==> src/rtl/axi4lite_req_arbiter.sv <==
// Shares one AXI4-Lite master port among N_REQ register-access requesters, one transaction at a time.
// Round-robin by default; define AXIL_ARB_FIXED_PRIO_EN for fixed priority (lowest index wins).
module axi4lite_req_arbiter #(
  parameter int N_REQ = 4,
  parameter int AW    = 8
) (
  input  logic                clk,
  input  logic                reset,
  input  logic [N_REQ-1:0]    req_valid,
  output logic [N_REQ-1:0]    req_ready,
  input  logic [N_REQ-1:0]    req_write,
  input  logic [N_REQ*AW-1:0] req_addr,
  input  logic [N_REQ*32-1:0] req_wdata,
  input  logic [N_REQ*4-1:0]  req_wstrb,
  output logic [N_REQ-1:0]    rsp_valid,
  output logic [31:0]         rsp_rdata,
  output logic [1:0]          rsp_resp,
  output logic [AW-1:0]       m_awaddr,
  output logic                m_awvalid,
  input  logic                m_awready,
  output logic [31:0]         m_wdata,
  output logic [3:0]          m_wstrb,
  output logic                m_wvalid,
  input  logic                m_wready,
  input  logic [1:0]          m_bresp,
  input  logic                m_bvalid,
  output logic                m_bready,
  output logic [AW-1:0]       m_araddr,
  output logic                m_arvalid,
  input  logic                m_arready,
  input  logic [31:0]         m_rdata,
  input  logic [1:0]          m_rresp,
  input  logic                m_rvalid,
  output logic                m_rready
);

  localparam int          GW = $clog2(N_REQ);
  localparam int unsigned NR = N_REQ;

  typedef enum logic [2:0] {
    IDLE,
    WR,
    RD,
    BWAIT,
    RWAIT,
    DONE
  } state_t;

  state_t          state;
  state_t          state_next;
  logic [GW-1:0]   g_idx;
  logic [AW-1:0]   lat_addr;
  logic [31:0]     lat_wdata;
  logic [3:0]      lat_wstrb;
  logic            aw_done;
  logic            w_done;
  logic            aw_ok;
  logic            w_ok;
  logic            any_req;
  logic [GW-1:0]   grant;
  logic [GW-1:0]   scan_idx;
`ifndef AXIL_ARB_FIXED_PRIO_EN
  logic [GW-1:0]   rr_ptr;
`endif

  // First pending requester, scanning upward from the search origin.
  always_comb begin
    any_req  = 1'b0;
    grant    = '0;
    scan_idx = '0;
    for (int unsigned k = 0; k < NR; k++) begin
`ifdef AXIL_ARB_FIXED_PRIO_EN
      scan_idx = GW'(k);
`else
      scan_idx = GW'((32'(rr_ptr) + k) % NR);
`endif
      if (!any_req && req_valid[scan_idx]) begin
        any_req = 1'b1;
        grant   = scan_idx;
      end
    end
  end

  assign m_awvalid = (state == WR) && !aw_done;
  assign m_wvalid  = (state == WR) && !w_done;
  assign m_bready  = (state == BWAIT);
  assign m_arvalid = (state == RD);
  assign m_rready  = (state == RWAIT);
  assign m_awaddr  = lat_addr;
  assign m_araddr  = lat_addr;
  assign m_wdata   = lat_wdata;
  assign m_wstrb   = lat_wstrb;

  // AW and W complete independently; a channel counts as done on its handshake cycle too.
  assign aw_ok = aw_done || (m_awvalid && m_awready);
  assign w_ok  = w_done  || (m_wvalid  && m_wready);

  always_comb begin
    state_next = state;
    req_ready  = '0;
    rsp_valid  = '0;
    case (state)
      IDLE: begin
        if (any_req) begin
          state_next = req_write[grant] ? WR : RD;
          if (!reset) req_ready[grant] = 1'b1;
        end
      end
      WR:      if (aw_ok && w_ok) state_next = BWAIT;
      BWAIT:   if (m_bvalid)      state_next = DONE;
      RD:      if (m_arready)     state_next = RWAIT;
      RWAIT:   if (m_rvalid)      state_next = DONE;
      DONE: begin
        rsp_valid[g_idx] = 1'b1;
        state_next       = IDLE;
      end
      default: state_next = IDLE;
    endcase
  end

  always_ff @(posedge clk) begin
    if (reset) begin
      state     <= IDLE;
      g_idx     <= '0;
      lat_addr  <= '0;
      lat_wdata <= '0;
      lat_wstrb <= '0;
      aw_done   <= 1'b0;
      w_done    <= 1'b0;
      rsp_rdata <= '0;
      rsp_resp  <= '0;
`ifndef AXIL_ARB_FIXED_PRIO_EN
      rr_ptr    <= '0;
`endif
    end else begin
      state <= state_next;
      case (state)
        IDLE: begin
          if (any_req) begin
            g_idx     <= grant;
            lat_addr  <= req_addr[32'(grant)*AW +: AW];
            lat_wdata <= req_wdata[32'(grant)*32 +: 32];
            lat_wstrb <= req_wstrb[32'(grant)*4 +: 4];
            aw_done   <= 1'b0;
            w_done    <= 1'b0;
`ifndef AXIL_ARB_FIXED_PRIO_EN
            rr_ptr    <= GW'((32'(grant) + 1) % NR);
`endif
          end
        end
        WR: begin
          if (m_awvalid && m_awready) aw_done <= 1'b1;
          if (m_wvalid && m_wready)   w_done  <= 1'b1;
        end
        BWAIT: begin
          if (m_bvalid) begin
            rsp_rdata <= '0;
            rsp_resp  <= m_bresp;
          end
        end
        RWAIT: begin
          if (m_rvalid) begin
            rsp_rdata <= m_rdata;
            rsp_resp  <= m_rresp;
          end
        end
        default: ;
      endcase
    end
  end

endmodule

==> config.mk <==
export PLATFORM = sky130hd
export DESIGN_NAME = axi4lite_req_arbiter
export DESIGN_NICKNAME = d
export VERILOG_FILES = /design/src/rtl/axi4lite_req_arbiter.sv
export SDC_FILE = /design/constraint.sdc
export NUM_CORES = 1
export LEC_CHECK = 0
export ABC_AREA = 1
export CAP_MARGIN = 20
export CORE_AREA = 2 2 125 127
export CTS_BUF_LIST = sky130_fd_sc_hd__clkbuf_4 sky130_fd_sc_hd__clkbuf_8
export DETAILED_ROUTE_END_ITERATION = 7
export DIE_AREA = 0 0 127 129
export HOLD_SLACK_MARGIN = 0.15
export PLACE_DENSITY_LB_ADDON = 0.08
export SYNTH_ARGS = -nofsm -noshare
export SYNTH_HDL_FRONTEND = slang
export SYNTH_SLANG_ARGS = --single-unit
==> constraint.sdc <==
create_clock -name clk -period 2.5 [get_ports clk]
set_input_delay 0.5 -clock clk [delete_from_list [all_inputs] [get_ports clk]]
set_output_delay 0.5 -clock clk [all_outputs]
set_load 0.005 [all_outputs]
==> results of run 1 <==
[cell usage in the layout, fill, tap and decap left out, types with 2 or more instances in the layout]
cell             synthesis  layout
nand3_2                  3       6
nand4_1                  5       5
nand2_1                183     175
ha_1                     4       2
nand2_4                  4      13
or2_0                    8       8
o21ai_1                 26      27
nand2_2                 13      12
buf_6                    8       4
nor2_1                 155     151
clkdlybuf4s50_1          0     316
buf_4                    9      32
nand3_1                 56      53
a31oi_1                  3       3
or2_1                   17      17
a21oi_1                 35      35
inv_8                    0       2
nor2_8                   2       2
inv_1                   66      62
dfxtp_2                  0       2
clkbuf_8                 0       9
inv_2                    4       7
o211ai_1                35      35
buf_2                   16       4
bufinv_16                0       3
nor3_1                   5       4
nand3_4                  2       2
nor2_4                   1       2
dfxtp_1                 87      85
o21ai_0                 63      62
dlygate4sd2_1            0       4
nor2_2                   0       3
inv_4                    1       2
a211oi_1                 2       2
buf_12                   1       4
[sequential cells by signal, indices dropped and copies added, names as in the netlist]
| signal | flops |
|---|---|
| aw_done | 1 |
| g_idx | 2 |
| m_araddr | 8 |
| m_wdata | 32 |
| m_wstrb | 4 |
| rr_ptr | 2 |
| rsp_rdata | 32 |
| rsp_resp | 2 |
| state | 3 |
| w_done | 1 |
[per-layer routing]
| metal | vias up | GRT usage, % |
|---|---|---|
| met1 | 2810 | 27.3 |
| met3 | 20 | 7.15 |
| met4 | 0 | 7.11 |
| met2 | 231 | 43.3 |
| met5 | - | 0 |
| li1 | 3357 | - |
[repair_timing]
action / 4_1_cts / 5_1_grt
endpoints found under the setup margin: 6 / 37
gates resized for setup: 56 / 14
hold buffers: 0 / 0
setup buffers: 9 / 0
pin swaps: 16 / 0
[through the flow]
| step | power [mW] | hold WS (ns) | setup slack, ns | utilization, % |
|---|---|---|---|---|
| global placement | 8.85 | 0.451 | -0.789 | 58.6 |
| CTS | 10.4 | 0.470 | -0.127 | 61.3 |
| global route | 11.5 | 0.483 | -0.284 | 61.7 |
| finish | 10.5 | 0.467 | -0.146 | 61.7 |
| floorplan | 6.68 | 0.458 | 0.134 | - |
| detailed placement | 8.89 | 0.454 | -0.772 | 58.6 |
[worst reg2reg max path: stages, from the launching register on]
cell and delay [ns]:
dfxtp_2 0.34, buf_6 0.14, nand2_1 0.11, nand2_4 0.07, buf_4 0.15, o21ai_4 0.19, nand3_4 0.11, nand3_4 0.11
inv_4 0.06, buf_4 0.27, o21ai_0 0.38, o21ai_1 0.11, o21ai_1 0.14, inv_1 0.06
[cells in the mapped netlist, types with 2 or more instances]
master    count  area, um2
a211oi_1      2       15.0
a21oi_1      35        175
a31oi_1       3       18.8
buf_1         5       18.8
buf_2        16       80.1
buf_4         9       67.6
buf_6         8       90.1
clkbuf_1     24       90.1
dfxtp_1      87       1740
ha_1          4       50.1
inv_1        66        248
inv_2         4       15.0
nand2_1     183        687
nand2_2      13       81.3
nand2_4       4       45.0
nand3_1      56        280
nand3_2       3       30.0
nand3_4       2       35.0
nand4_1       5       31.3
nor2_1      155        582
nor2_8        2       40.0
nor3_1        5       25.0
o211ai_1     35        263
o21ai_0      63        315
o21ai_1      26        130
or2_0         8       50.1
or2_1        17        106
[power by group through the flow]
stage                     clock network [mW]  registers, mW  logic [mW]
after floorplan                            0           1.97        4.70
after global placement                     0           1.97        6.88
after detailed placement                   0           1.98        6.91
after CTS                               1.27           1.95        7.22
after global routing                    1.33           1.99        8.21
final                                   1.24           1.95        7.29
[logic make-up after synthesis]
kind of cell	share of synthesized area, %
AND/OR/NAND/NOR	37.3
AO/OA/AOI/OAI	17.5
buffers and inverters	12.2
flip-flops	32.1
adder cells (fa/ha/maj)	0.922
[path summary, 6_finish.rpt]
| kind | endpoint | cells past startpoint |
|---|---|---|
| worst max-delay path | req_ready[1] | 13 |
| worst min-delay path | rsp_rdata[28]$_SDFFE_PP0P_ | 2 |
| worst max register to register | m_wdata[21]$_SDFFE_PP0P_ | 13 |
| worst min register to register | rsp_rdata[28]$_SDFFE_PP0P_ | 2 |
[area by class of cell]
class,count,area [um2]
Fill cell,1449,5740
Inverter,73,287
Clock buffer,9,124
Multi-Input combinational cell,629,3150
Clock inverter,6,118
Timing Repair Buffer,364,3580
Tap cell,188,235
Sequential cell,87,1740
==> summary.txt, run 1 <==
Synth
  – Ys flop type: dfxtp_1
  – Ys Warns: 0
  – Register bit total from synthesis: 87
  – Distinct cells, synth: 40
  – Post-synthesis sequential area ratio: 32.1%
  – Asr flop ratio synth: 0%
  – Syn Inst Count: 853
  – Synth Net Count: 1084
  – Synth Cell Area: 5430 um2
  – Number of flops mapped to enable cells by yosys: 0
  – Post-synthesis average cell area: 6.36 um2

Worst setup path
  – Most used cell, CP: nand2_4
  – Buf/Inv on CP: 3
  – Critical path arrival: 2.15 ns
  – Kind of critical path: flip-flop to output pin
  – Crit path max-delay family: simple AND/OR/NAND/NOR gates
  – R2R Setup Slk: 0.16 ns
  – Crit path cell chain: buf_4, nand2_2, nand2_4, nand2_4, nand2_4, nor2_8, nand4_1, nand2_4, buf_6, ha_4, nand2_1, nor2_1, buf_2
  – Required @ worst endpoint: 2.00 ns
  – CP startpoint kind: flip-flop
  – Crit path launch: rr_ptr[1]$_SDFFE_PP0P_
  – Slowest stage delay, CP: 0.33 ns
  – Max FO, Critical Path: 5
  – Crit. End Element: output pin
  – Reg-to-reg startpoint: rr_ptr[0]$_SDFFE_PP0P_
  – Slowest cell on crit path: dfxtp_1

STA
  – Final Max Slew Viols: 0
  – # setup viols final: 4
  – Fin Clk Skew: 0.0126 ns
  – Min Tclk post-route: 2.65 ns
  – Final hold vios: 0
  – Worst-margin pin slew: 0.765 ns
  – RSZ-0062 raised after global routing: yes
  – Setup WS post-layout: -0.146 ns
  – Setup_tns: -0.495 ns
  – Fin crit share: 106%
  – Max frequency: 378 MHz
  – Relative slew slack: 49.0%

Global route
  – Vias in the first global route: 6037
  – Tot GR Track Use: 23.9%
  – GR Overflow Total: 0
  – Largest net degree at the start of global routing: 67
  – Initial antenna violation count: 0
  – First-pass GRT wire length: 31200 um

Pwr
  – Power per cell area: 1130 nW/um2
  – Leakage: 3.93 nW
  – Comb pwr share: 69.6%
  – Internal cell power: 5.54 mW
  – Peak supply drop: 0.747 mV
  – Power share of the clock group: 11.8%
  – Net Sw Power: 4.94 mW
  – Sequential power share: 18.6%
  – Switch share: 47.1%

Place
  – Placer Congestion: 0.863
  – Placed Area: 8780 um2
  – Dpl cells: 1332
  – Number of port buffers: 325
  – Detailed placement HPWL: 14700 um

Floorplan
  – Starting Density: 36.2%
  – Die height: 129 um
  – Die area: 16400 um2
  – Die X: 127 um
  – Core area: 15000 um2
  – Row count: 45
  – Boundary pin count: 326

Outcome
  – Failing checks: negative setup slack
  – Status: complete, but fails checks

Final layout
  – Final cell count without fillers: 1356
  – Final Cell Area: 9240 um2
  – Ant diodes: 0
  – Share of cells above drive strength 1: 9.93%
  – Layout Area Growth over Synthesis: 70.2%
  – Nets: 1395

Drt
  – Detailed Routing Iterations Pass 1: 7
  – DR top layer: met4
  – Routed wire per std cell: 14.8 um
  – DR vias/cell: 4.73
  – Routed wl met3: 1700 um
  – Starting DRC count in detailed routing: 287
  – # DRC: 0
  – Routed vias: 6418
  – M1 WL: 8250 um
  – Final WL: 20100 um
  – Metal2 WL: 9920 um
  – Number of nets with antenna violations after routing: 0

CTS
  – CTS Buf Count: 9
  – CTS tree: done
  – CTS Sinks: 87
  – CTS Buffer Depth: 2
  – Worst-Skew Late Latency: 0.38 ns
  – Clock Pin Slew Worst Setup and Hold Paths: 0.09 ns
  – Root Buffer: clkbuf_8
  – H-tree levels: 3

Hold path
  – Hold WC Path Type: flip-flop to flip-flop
  – Worst Hold Launch: rsp_rdata[28]$_SDFFE_PP0P_

Flow run
  – Max cap viols: 0
(Power assumes the default switching activity.)
==> run 2, diff against run 1 <==
CAP_MARGIN = not set   (was 20)
==> results of run 2 <==
Same layout as run 1: the final DEF is identical, and so are final timing and power.
